## config.mk

```make
export PLATFORM = sky130hd
export DESIGN_NAME = llc_rst_flush_seq
export DESIGN_NICKNAME = d
export VERILOG_FILES = /design/src/rtl/llc_rst_flush_seq.sv
export SDC_FILE = /design/constraint.sdc
export NUM_CORES = 1
export LEC_CHECK = 0
export ABC_CLOCK_PERIOD_IN_PS = 2900
export CAP_MARGIN = 20
export CORE_UTILIZATION = 52
export DETAILED_ROUTE_END_ITERATION = 16
export HOLD_SLACK_MARGIN = 0.1
export PLACE_DENSITY = 0.91
export SLEW_MARGIN = 30
export SYNTH_ARGS = -nofsm -noshare
export SYNTH_HDL_FRONTEND = slang
export SYNTH_SLANG_ARGS = --single-unit
export TNS_END_PERCENT = 20
```

## constraint.sdc

```tcl
create_clock -name clk -period 2.9 [get_ports clk]
set_input_delay 0.29 -clock clk [delete_from_list [all_inputs] [get_ports clk]]
set_output_delay 0.29 -clock clk [all_outputs]
set_load 0.005 [all_outputs]
```

## src/rtl/llc_rst_flush_seq.sv

```systemverilog
// LLC reset/flush set sequencer: walks every set once per sweep.
// Flush sweeps exist only when LLC_FLUSH_SEQ_EN is defined.
module llc_rst_flush_seq #(
    parameter int  SET_BITS = 8,
    parameter int  MAX_OUT  = 4,
    localparam int CW       = $clog2(MAX_OUT + 1)
) (
    input  logic                clk,
    input  logic                rst,
    input  logic                rst_state,
    input  logic                start_flush,
    input  logic                op_ready,
    input  logic                op_ack,
    output logic                op_valid,
    output logic [SET_BITS-1:0] op_set,
    output logic                op_is_flush,
    output logic                rst_stall,
    output logic                flush_stall,
    output logic                sweep_done,
    output logic [CW-1:0]       outstanding
);

    localparam logic [CW-1:0]       MAX_C = CW'(MAX_OUT);
    localparam logic [SET_BITS-1:0] LAST  = '1;

    typedef enum logic [2:0] {
        INIT,
        RST_SWEEP,
        RST_DRAIN,
        IDLE
`ifdef LLC_FLUSH_SEQ_EN
        ,
        FL_SWEEP,
        FL_DRAIN
`endif
    } state_t;

    state_t              state_q, state_d;
    logic [SET_BITS-1:0] set_q, set_d;
    logic [CW-1:0]       cnt_q, cnt_d;
    logic                done_q, done_d;
    logic                sweeping;
    logic                accept;
    logic                dec;

`ifdef LLC_FLUSH_SEQ_EN
    logic pend_q, pend_d;
    logic in_rst;
    assign sweeping    = (state_q == RST_SWEEP) ||
                         (state_q == FL_SWEEP);
    assign in_rst      = (state_q == INIT) ||
                         (state_q == RST_SWEEP) ||
                         (state_q == RST_DRAIN);
    assign op_is_flush = (state_q == FL_SWEEP);
    assign flush_stall = (state_q == FL_SWEEP) ||
                         (state_q == FL_DRAIN);
`else
    logic unused_start_flush;
    assign unused_start_flush = start_flush;
    assign sweeping    = (state_q == RST_SWEEP);
    assign op_is_flush = 1'b0;
    assign flush_stall = 1'b0;
`endif

    assign op_valid    = sweeping && (cnt_q < MAX_C);
    assign op_set      = set_q;
    assign rst_stall   = (state_q == INIT) ||
                         (state_q == RST_SWEEP) ||
                         (state_q == RST_DRAIN);
    assign sweep_done  = done_q;
    assign outstanding = cnt_q;

    // A restart withdraws the offered operation, so it is never counted.
    assign accept = op_valid && op_ready && !rst_state;
    assign dec    = op_ack && (cnt_q != '0);

    always_comb begin
        cnt_d = cnt_q;
        if (accept && !dec) begin
            cnt_d = cnt_q + CW'(1);
        end else if (!accept && dec) begin
            cnt_d = cnt_q - CW'(1);
        end
    end

    // Drain exits on the post-update count so the last ack ends it.
    always_comb begin
        state_d = state_q;
        set_d   = set_q;
        done_d  = 1'b0;
`ifdef LLC_FLUSH_SEQ_EN
        pend_d  = pend_q;
        if (start_flush && in_rst) begin
            pend_d = 1'b1;
        end
`endif
        if (accept) begin
            set_d = set_q + SET_BITS'(1);
        end
        unique case (state_q)
            INIT: begin
                state_d = RST_SWEEP;
                set_d   = '0;
            end
            RST_SWEEP: begin
                if (accept && set_q == LAST) begin
                    state_d = RST_DRAIN;
                end
            end
            RST_DRAIN: begin
                if (cnt_d == '0) begin
                    state_d = IDLE;
                    done_d  = 1'b1;
                end
            end
            IDLE: begin
`ifdef LLC_FLUSH_SEQ_EN
                if (start_flush || pend_q) begin
                    state_d = FL_SWEEP;
                    set_d   = '0;
                    pend_d  = 1'b0;
                end
`endif
            end
`ifdef LLC_FLUSH_SEQ_EN
            FL_SWEEP: begin
                if (accept && set_q == LAST) begin
                    state_d = FL_DRAIN;
                end
            end
            FL_DRAIN: begin
                if (cnt_d == '0) begin
                    state_d = IDLE;
                    done_d  = 1'b1;
                end
            end
`endif
            default: begin
                state_d = INIT;
            end
        endcase
        if (rst_state) begin
            state_d = RST_SWEEP;
            set_d   = '0;
            done_d  = 1'b0;
`ifdef LLC_FLUSH_SEQ_EN
            pend_d  = 1'b0;
`endif
        end
    end

    always_ff @(posedge clk or negedge rst) begin
        if (!rst) begin
            state_q <= INIT;
            set_q   <= '0;
            cnt_q   <= '0;
            done_q  <= 1'b0;
        end else begin
            state_q <= state_d;
            set_q   <= set_d;
            cnt_q   <= cnt_d;
            done_q  <= done_d;
        end
    end

`ifdef LLC_FLUSH_SEQ_EN
    always_ff @(posedge clk or negedge rst) begin
        if (!rst) begin
            pend_q <= 1'b0;
        end else begin
            pend_q <= pend_d;
        end
    end
`endif

endmodule
```

# --- After elaboration in Yosys (flattened, before gate mapping) ---
# Index checks and enable logic that the tools add are counted.
word_totals:
  mem_count: 0
  ramBits: 0
  inputBits: 6
  output_inout_bits: 16
  wordCells: 44
  mem_bits_ro: 0
  regBits: 15
  latch_bits: 0
classes:
  shift: 0
  n_mux: 12
  bitwise: 0
  addsub: 3
  n_div: 0
  n_mul: 0
  order_cmp: 1
  reduce_logical: 17
  n_eq_ne: 7
ops:
  columns: ["operator", "count"]
  rows:
  - ["two-way mux 8 bit", 3]
  - ["two-way mux 3 bit", 5]
  - ["one-hot mux 3 bit (4 select lines)", 1]
  - ["adder 8 x 1 -> 8 bit, second input constant", 1]
  - ["== test 8 bit, second input constant", 1]
  - ["logical AND 1 bit", 7]
  - ["== test 3 x 2 -> 1 bit, second input constant", 2]
  - ["logical NOT 3 bit", 2]
  - ["!= test 3 x 2 -> 1 bit, second input constant", 2]
  - ["nonzero test 3 bit", 2]
  - ["adder 3 x 1 -> 3 bit, second input constant", 1]
  - ["== test 3 x 1 -> 1 bit, second input constant", 1]
  - ["logical NOT 1 bit", 3]
  - ["less-than comparator 3 bit, second input constant", 1]
  - ["two-way mux 1 bit", 3]
  - ["AND reduction 3 bit", 1]
  - ["subtractor 3 x 1 -> 3 bit, second input constant", 1]
  - ["logical OR 1 bit", 2]
  - ["!= test 2 bit, second input constant", 1]

# --- Depth between registers and ports, before layout ---
# Gate-level depths: netlist of the first run.
logic_depth:
  ltp_word: 12
  mapped_depth: 8
  ltp_nobuf: 8

# --- Worst setup path after synthesis of the first run ---
# No wires, ideal clock.
synth_path:
  kind: "register to register"
  start: "reg cnt_q[0], in the netlist outstanding[0]"
  end: "reg state_q[1]"
  period_less_slack_ps: 1969
  arrival_time_ps: 1890
  t_required_ps: 2821
  stages_incl_launch_ff: 9
  setup_slack_ps: 931
  n_path_buf: 0
  setup_ps: 79
  path_cell_list: "dfrtp_1 inv_1 ha_1 ha_1 nor2b_1 a21oi_1 o32a_1 o221ai_2 mux2i_1"
synth_between:
  elab_chain_len: 11
  word_cells_on_any_way: 19
  classes_between: "add/sub (2); order compare (1); eq/ne (2); mux (2); reduce/logical (12)"
synth_rtl:
  columns: ["item", "line_no", "text"]
  rows:
  - ["start: declaration", "40", "logic [CW-1:0] cnt_q, cnt_d;"]
  - ["start signal: assignment", "161", "cnt_q <= cnt_d;"]
  - ["less-than comparator 3 bit", "65", "assign op_valid = sweeping && (cnt_q < MAX_C);"]
  - ["logical AND 1 bit", "65", null]
  - ["logical AND 1 bit (2 in series)", "74", "assign accept = op_valid && op_ready && !rst_state;"]
  - ["logical NOT 1 bit", "81", "end else if (!accept && dec) begin"]
  - ["logical AND 1 bit", "81", null]
  - ["two-way mux 3 bit", "81", null]
  - ["two-way mux 3 bit", "79", "if (accept && !dec) begin"]
  - ["logical NOT 3 bit", "111", "if (cnt_d == '0) begin"]
  - ["!= test 3 x 2 -> 1 bit (no source line)", null, null]
  - ["AND reduction 3 bit (no source line) (*)", null, null]
  - ["end signal: assignment", "159", "state_q <= state_d;"]
  - ["end: declaration", "38", "state_t state_q, state_d;"]
# Mark *: on every way between the ends. The rest lies on a longest branch, timed or not.
# A chain may end at the register's enable or synchronous reset.

# --- Worst setup path in the final report of the first run ---
# Ends and elaborated chain as after synthesis.

==> results of run 1 <==
## cells by family after synthesis
family / synth area share [%]
AOI/OAI and AO/OA: 12.0
other: 0.407
buffers and inverters: 6.52
muxes: 2.17
DFF: 38.0
adders and majority gates: 10.9
and+or+nand+nor: 24.3
xor gates and xnor gates: 5.71
## worst max-delay path: stages (launching register included)
cell and delay (ps):
dfrtp_1 500, inv_1 80, ha_1 200, ha_1 180, nor2b_1 230, nor2_1 160, o32a_1 350, o221ai_2 220
mux2i_1 210
## power breakdown
part           internal (mW)  total, mW  leakage [nW]  switching [mW]
registers              0.230      0.287         0.183          0.0567
logic                  0.189      0.358         0.291           0.169
clock network         0.0765      0.142        0.0210          0.0656
total                  0.496      0.787         0.496           0.291
## worst max-delay path by stage
| stage | endpoint | depth (start not counted) | startpoint |
|---|---|---|---|
| after detailed placement | state_q[0]$_DFFE_PN0P_ | 6 | rst_state |
| after global placement | state_q[1]$_DFFE_PN0P_ | 6 | rst_state |
| final | state_q[1]$_DFFE_PN0P_ | 8 | outstanding[0]$_DFF_PN0_ |
| after global routing | state_q[1]$_DFFE_PN0P_ | 8 | outstanding[0]$_DFF_PN0_ |
| after floorplan | state_q[1]$_DFFE_PN0P_ | 8 | outstanding[0]$_DFF_PN0_ |
| after CTS | state_q[1]$_DFFE_PN0P_ | 8 | outstanding[0]$_DFF_PN0_ |
## registers in the layout, summed over array words and instances (netlist names)
signal and flops:
op_set 8, outstanding 3, state_q 2, sweep_done 1
## final cells by class
class	instances	area (um^2)	share of cell area (%)
multi-input cells	71	514	45.5
flip-flops and latches	14	350	31.0
repair buffers	18	180	15.9
clock buffers	4	36.3	3.21
inverters	8	30.0	2.65
well taps	16	20.0	1.77
## stage by stage
stage	cell area, um^2	setup slack, ps	utilization, %
floorplan	925	931	-
global placement	1090	724	69.4
CTS	1130	703	71.7
global route	1130	539	71.7
finish	1130	711	71.7
detailed placement	1090	676	69.4
## layer usage
layer  global-route usage, %  wire length, um  part of all wire [%]
met5                       0                0                     0
met4                    9.09               34                   2.0
met3                    2.45               55                   3.3
met2                    30.9              803                    48
met1                    24.6              778                    47
## synthesized netlist by cell type
| master | number | area (um^2) |
|---|---|---|
| a21oi_1 | 4 | 20.0 |
| a21oi_2 | 1 | 8.76 |
| a22oi_1 | 1 | 7.51 |
| and3_1 | 2 | 12.5 |
| and4bb_1 | 1 | 12.5 |
| buf_1 | 1 | 3.75 |
| buf_4 | 2 | 15.0 |
| buf_6 | 1 | 11.3 |
| conb_1 | 1 | 3.75 |
| dfrtp_1 | 14 | 350 |
| ha_1 | 8 | 100 |
| inv_1 | 8 | 30.0 |
| mux2i_1 | 2 | 20.0 |
| nand2_1 | 4 | 15.0 |
| nand2b_1 | 3 | 18.8 |
| nand3_1 | 3 | 15.0 |
| nand3b_1 | 1 | 7.51 |
| nand4bb_4 | 1 | 27.5 |
| nor2_1 | 12 | 45.0 |
| nor2b_1 | 2 | 12.5 |
| nor3_1 | 3 | 15.0 |
| nor4_1 | 2 | 12.5 |
| o21a_1 | 1 | 7.51 |
| o21ai_0 | 4 | 20.0 |
| o21ai_1 | 1 | 5.00 |
| o221ai_2 | 1 | 15.0 |
| o32a_1 | 1 | 10.0 |
| o41ai_2 | 1 | 16.3 |
| or2_2 | 1 | 6.26 |
| or3_1 | 2 | 12.5 |
| or4_4 | 1 | 11.3 |
| xnor2_1 | 4 | 35.0 |
| xor2_1 | 2 | 17.5 |
==> metrics, run 1 <==
clock-pin slew on the worst setup and hold paths=90 ps; initial drt markers=32; TritonCTS clock tree=done; DPL Wire Length=1280 um; NumNets Final=130; largest net degree at the start of global routing=15; First-pass DRT Iterations=14; final setup fails=0; hold_buf cts=0; sequential share of the synthesized area=38.0%; Sink Count=14; GRT overflow=0; Slew Limit Fails=0; worst reg2reg endpoint=state_q[1]$_DFFE_PN0P_; initial antenna violation count=0; DR DRC count=2; setup bufs post-CTS=0; CTS Root Cell=clkbuf_4; CTS H-tree depth=1; port buffer count=18; RSZ-0062 raised after global routing=no; commonest non-fill, non-tap cells in the layout=clkdlybuf4s50_1, dfrtp_1, nor2_1; failing checks=design-rule violations; wire per inst=12.8 um; Max Freq=457 MHz; required time worst endpoint=3110 ps; Core ar.=1580 um^2; Setup CP Type=flop to flop; Synth Cell Area=921 um^2; # resized after CTS=0; # IOs=22; pwr dens=696 nW/um^2; Worst-Margin Slew=600 ps; CTS buffer count=3; first-pass GRT wire length=2670 um; total track usage=18.8%; routed vias=713; cells after synthesis=96; syn_area_per_cell=9.59 um^2; ant diodes=0; Leak=0.496 nW; Final Non-Filler Cells=131; Worst R2R Path Depth=8; Placer Congestion=0.762; r2r startpoint=outstanding[0]$_DFF_PN0_; fillers=115; Worst Hold Class=input port to async pin; Vias/cell=5.44; most common cell after layout, fill and taps aside=clkdlybuf4s50_1; worst reg-to-reg setup slack=710 ps; initial core utilization=58.4%; post-route ant nets=0; warnings from Yosys=0; chip height=44.1 um; Final Hold Fails=0; layout cell share with drive strength beyond 1=8.70%; Setup crit end kind=flop; period utilisation layout=75.5%; Die W=44.1 um; WP data arrival=2400 ps; status=finished with violations; CP Max Fanout=7; crit path launch type=flop; Die ar.=1940 um^2; post-synthesis cell type count=33; total wire length=1670 um; P&R area growth vs syn=22.8%; Post-Route Skew=2.96 ps; clock latency on the worst-skew pair=280 ps; Longest Clk Path Bufs=2; number of global-route vias before repair=633; site row count=14; worst hold slack=376 ps; #FFs+latches synth=14; worst vdd ir=0.389 mV; number of cells after detailed placement=127; max_cap viols=0; Rel. slew slack=59.9%; min Tclk post-route=2190 ps; total power draw=787 uW; setup TNS=0 ps
Note: power is estimated with default switching activity, not from simulation.
==> run 2: changes to the inputs <==
--- a/config.mk
+++ b/config.mk
@@ -5,12 +5,12 @@
 export SDC_FILE = /design/constraint.sdc
 export NUM_CORES = 1
 export LEC_CHECK = 0
-export ABC_CLOCK_PERIOD_IN_PS = 2900
+export ABC_CLOCK_PERIOD_IN_PS = 1940
 export CAP_MARGIN = 20
-export CORE_UTILIZATION = 52
+export CORE_UTILIZATION = 43
 export DETAILED_ROUTE_END_ITERATION = 16
 export HOLD_SLACK_MARGIN = 0.1
-export PLACE_DENSITY = 0.91
+export PLACE_DENSITY = 0.81
 export SLEW_MARGIN = 30
 export SYNTH_ARGS = -nofsm -noshare
 export SYNTH_HDL_FRONTEND = slang
==> constraint.sdc (replaced) <==
create_clock -name clk -period 1.94 [get_ports clk]
set_input_delay 0.194 -clock clk [delete_from_list [all_inputs] [get_ports clk]]
set_output_delay 0.194 -clock clk [all_outputs]
set_load 0.005 [all_outputs]
==> run 2 against run 1 <==
The flow now finishes without violations. Clock power increased by 55%. First-iteration DRC count decreased by 78%. Sequential cell count unchanged. Critical endpoint is now sweep_done$_DFF_PN0_. Largest power group unchanged. Highest routed layer unchanged.
==> metrics, run 2 (synthesis gave the netlist of run 1 again) <==
Cell Chain, Critical Path=inv_2 > ha_4 > buf_4 > and4bb_1 > nor2_1 > buf_4 > nor4_1 > o21ai_1 > nor3_1; commonest non-fill, non-tap cells in the layout=clkdlybuf4s50_1, buf_4, nor2_1, dfrtp_1, inv_1; chip height=48.3 um; sequential share of power=28.7%; Net Switching=494 uW; RSZ-0062 raised after global routing=no; Core ar.=1980 um^2; CP Max Fanout=4; TritonCTS clock tree=done; initial antenna violation count=0; wire per inst=12.4 um; CTS H-tree depth=1; worst vdd ir=0.618 mV; Slowest-stage cell, CP=dfrtp_1; initial drt markers=7; site row count=16; port buffer count=18; most used cell, CP=buf_4; Placer Congestion=0.817; most common cell after layout, fill and taps aside=clkdlybuf4s50_1; routed vias=806; Die ar.=2330 um^2; Worst-Margin Slew=624 ps; Die W=48.3 um; ant diodes=0; clock latency on the worst-skew pair=280 ps; Worst Hold Class=input port to async pin; Setup crit end kind=flop; period utilisation layout=95.1%; min Tclk post-route=1840 ps; layout cell share with drive strength beyond 1=25.6%; DPL Wire Length=1450 um; initial core utilization=46.5%; Vias/cell=5.17; required time worst endpoint=2130 ps; # IOs=22; Setup CP Type=flop to flop; combinational share of power=55.4%; final setup fails=0; CTS buffer count=3; post-route ant nets=0; cell area after layout=1300 um^2; clock-pin slew on the worst setup and hold paths=90 ps; fillers=155; Max Freq=542 MHz; pwr dens=1070 nW/um^2; Largest stage delay, worst path=400 ps; Rel. slew slack=58.2%; Sw Ratio=35.7%; crit path launch type=flop; First-pass DRT Iterations=3; status=completed; Post-Route Skew=3.59 ps; DR DRC count=0; internal power=889 uW; max_cap viols=0; Slew Limit Fails=0; final design utilization=65.5%; first-pass GRT wire length=3020 um; Longest Clk Path Bufs=2; CTS Root Cell=clkbuf_4; placed cell areas=1200 um^2; Leak=0.582 nW; Setup WS pre-CTS=-48.7 ps; WP data arrival=2040 ps; total wire length=1940 um; total track usage=19.4%; Final Hold Fails=0; flip-flop count of the largest register after layout=8; P&R area growth vs syn=40.9%; number of global-route vias before repair=679; GRT overflow=0; final worst-path setup slack=95.6 ps; clock group share of total power=15.9%; NumNets Final=144; largest net degree at the start of global routing=15; Sink Count=14
## run 2: final timing paths
kind	slack (ps)	cells past startpoint	startpoint	to
worst max-delay path	100	9	state_q[1]$_DFFE_PN0P_	sweep_done$_DFF_PN0_
worst min-delay path	290	1	rst	sweep_done$_DFF_PN0_
worst max register to register	100	9	state_q[1]$_DFFE_PN0P_	sweep_done$_DFF_PN0_
worst min register to register	580	2	op_set[7]$_DFFE_PN0P_	op_set[7]$_DFFE_PN0P_
max in group asynchronous	1220	1	rst	state_q[0]$_DFFE_PN0P_
min in group clk	580	2	op_set[7]$_DFFE_PN0P_	op_set[7]$_DFFE_PN0P_
## run 2: routing by layer
metal | vias up | GRT usage (%) | wire length, um
li1 | 391 | - | -
met2 | 11 | 31.2 | 937
met3 | 4 | 1.11 | 34
met1 | 400 | 24.9 | 912
met5 | - | 0 | 0
met4 | 0 | 13.3 | 54
## run 2: metrics by stage
stage / hold WS [ps] / total power [mW] / TNS, ps / cells
finish: 289 / 1.38 / 0 / 156
floorplan: -102 / 0.793 / 0 / 97
detailed placement: 557 / 1.10 / -72.6 / 150
global placement: 557 / 1.08 / -56.4 / 150
CTS: 322 / 1.33 / 0 / 154
global route: 345 / 1.48 / 0 / 156
## run 2: cell type report
type	instances	area [um^2]	share of cell area, %
multi-input cells	71	557	42.9
flip-flops and latches	14	353	27.2
well taps	27	33.8	2.60
clock buffers	4	36.3	2.80
repair buffers	32	288	22.2
inverters	8	30.0	2.31
## run 2: power groups by stage
| stage | registers, mW | clock network [mW] | logic [mW] |
|---|---|---|---|
| finish | 0.397 | 0.220 | 0.767 |
| global route | 0.406 | 0.231 | 0.842 |
| CTS | 0.399 | 0.221 | 0.715 |
| detailed placement | 0.399 | 0 | 0.699 |
| global placement | 0.399 | 0 | 0.681 |
| floorplan | 0.412 | 0 | 0.381 |
## run 2: timing repair
item | in CTS | in global routing
endpoints found under the setup margin | 1 | 4
endpoints found under the hold margin | 0 | 0
pin swaps | 0 | 3
buffers inserted | 0 | 2
gates resized for setup | 3 | 9
hold buffers | 0 | 0
## run 2: worst max-delay path, delay by kind of cell, from the launching register on
kind	cells	cell delay, ps
AOI/OAI and AO/OA	1	100
adders and majority gates	1	140
buffers and inverters	3	340
DFF	1	400
and+or+nand+nor	4	760
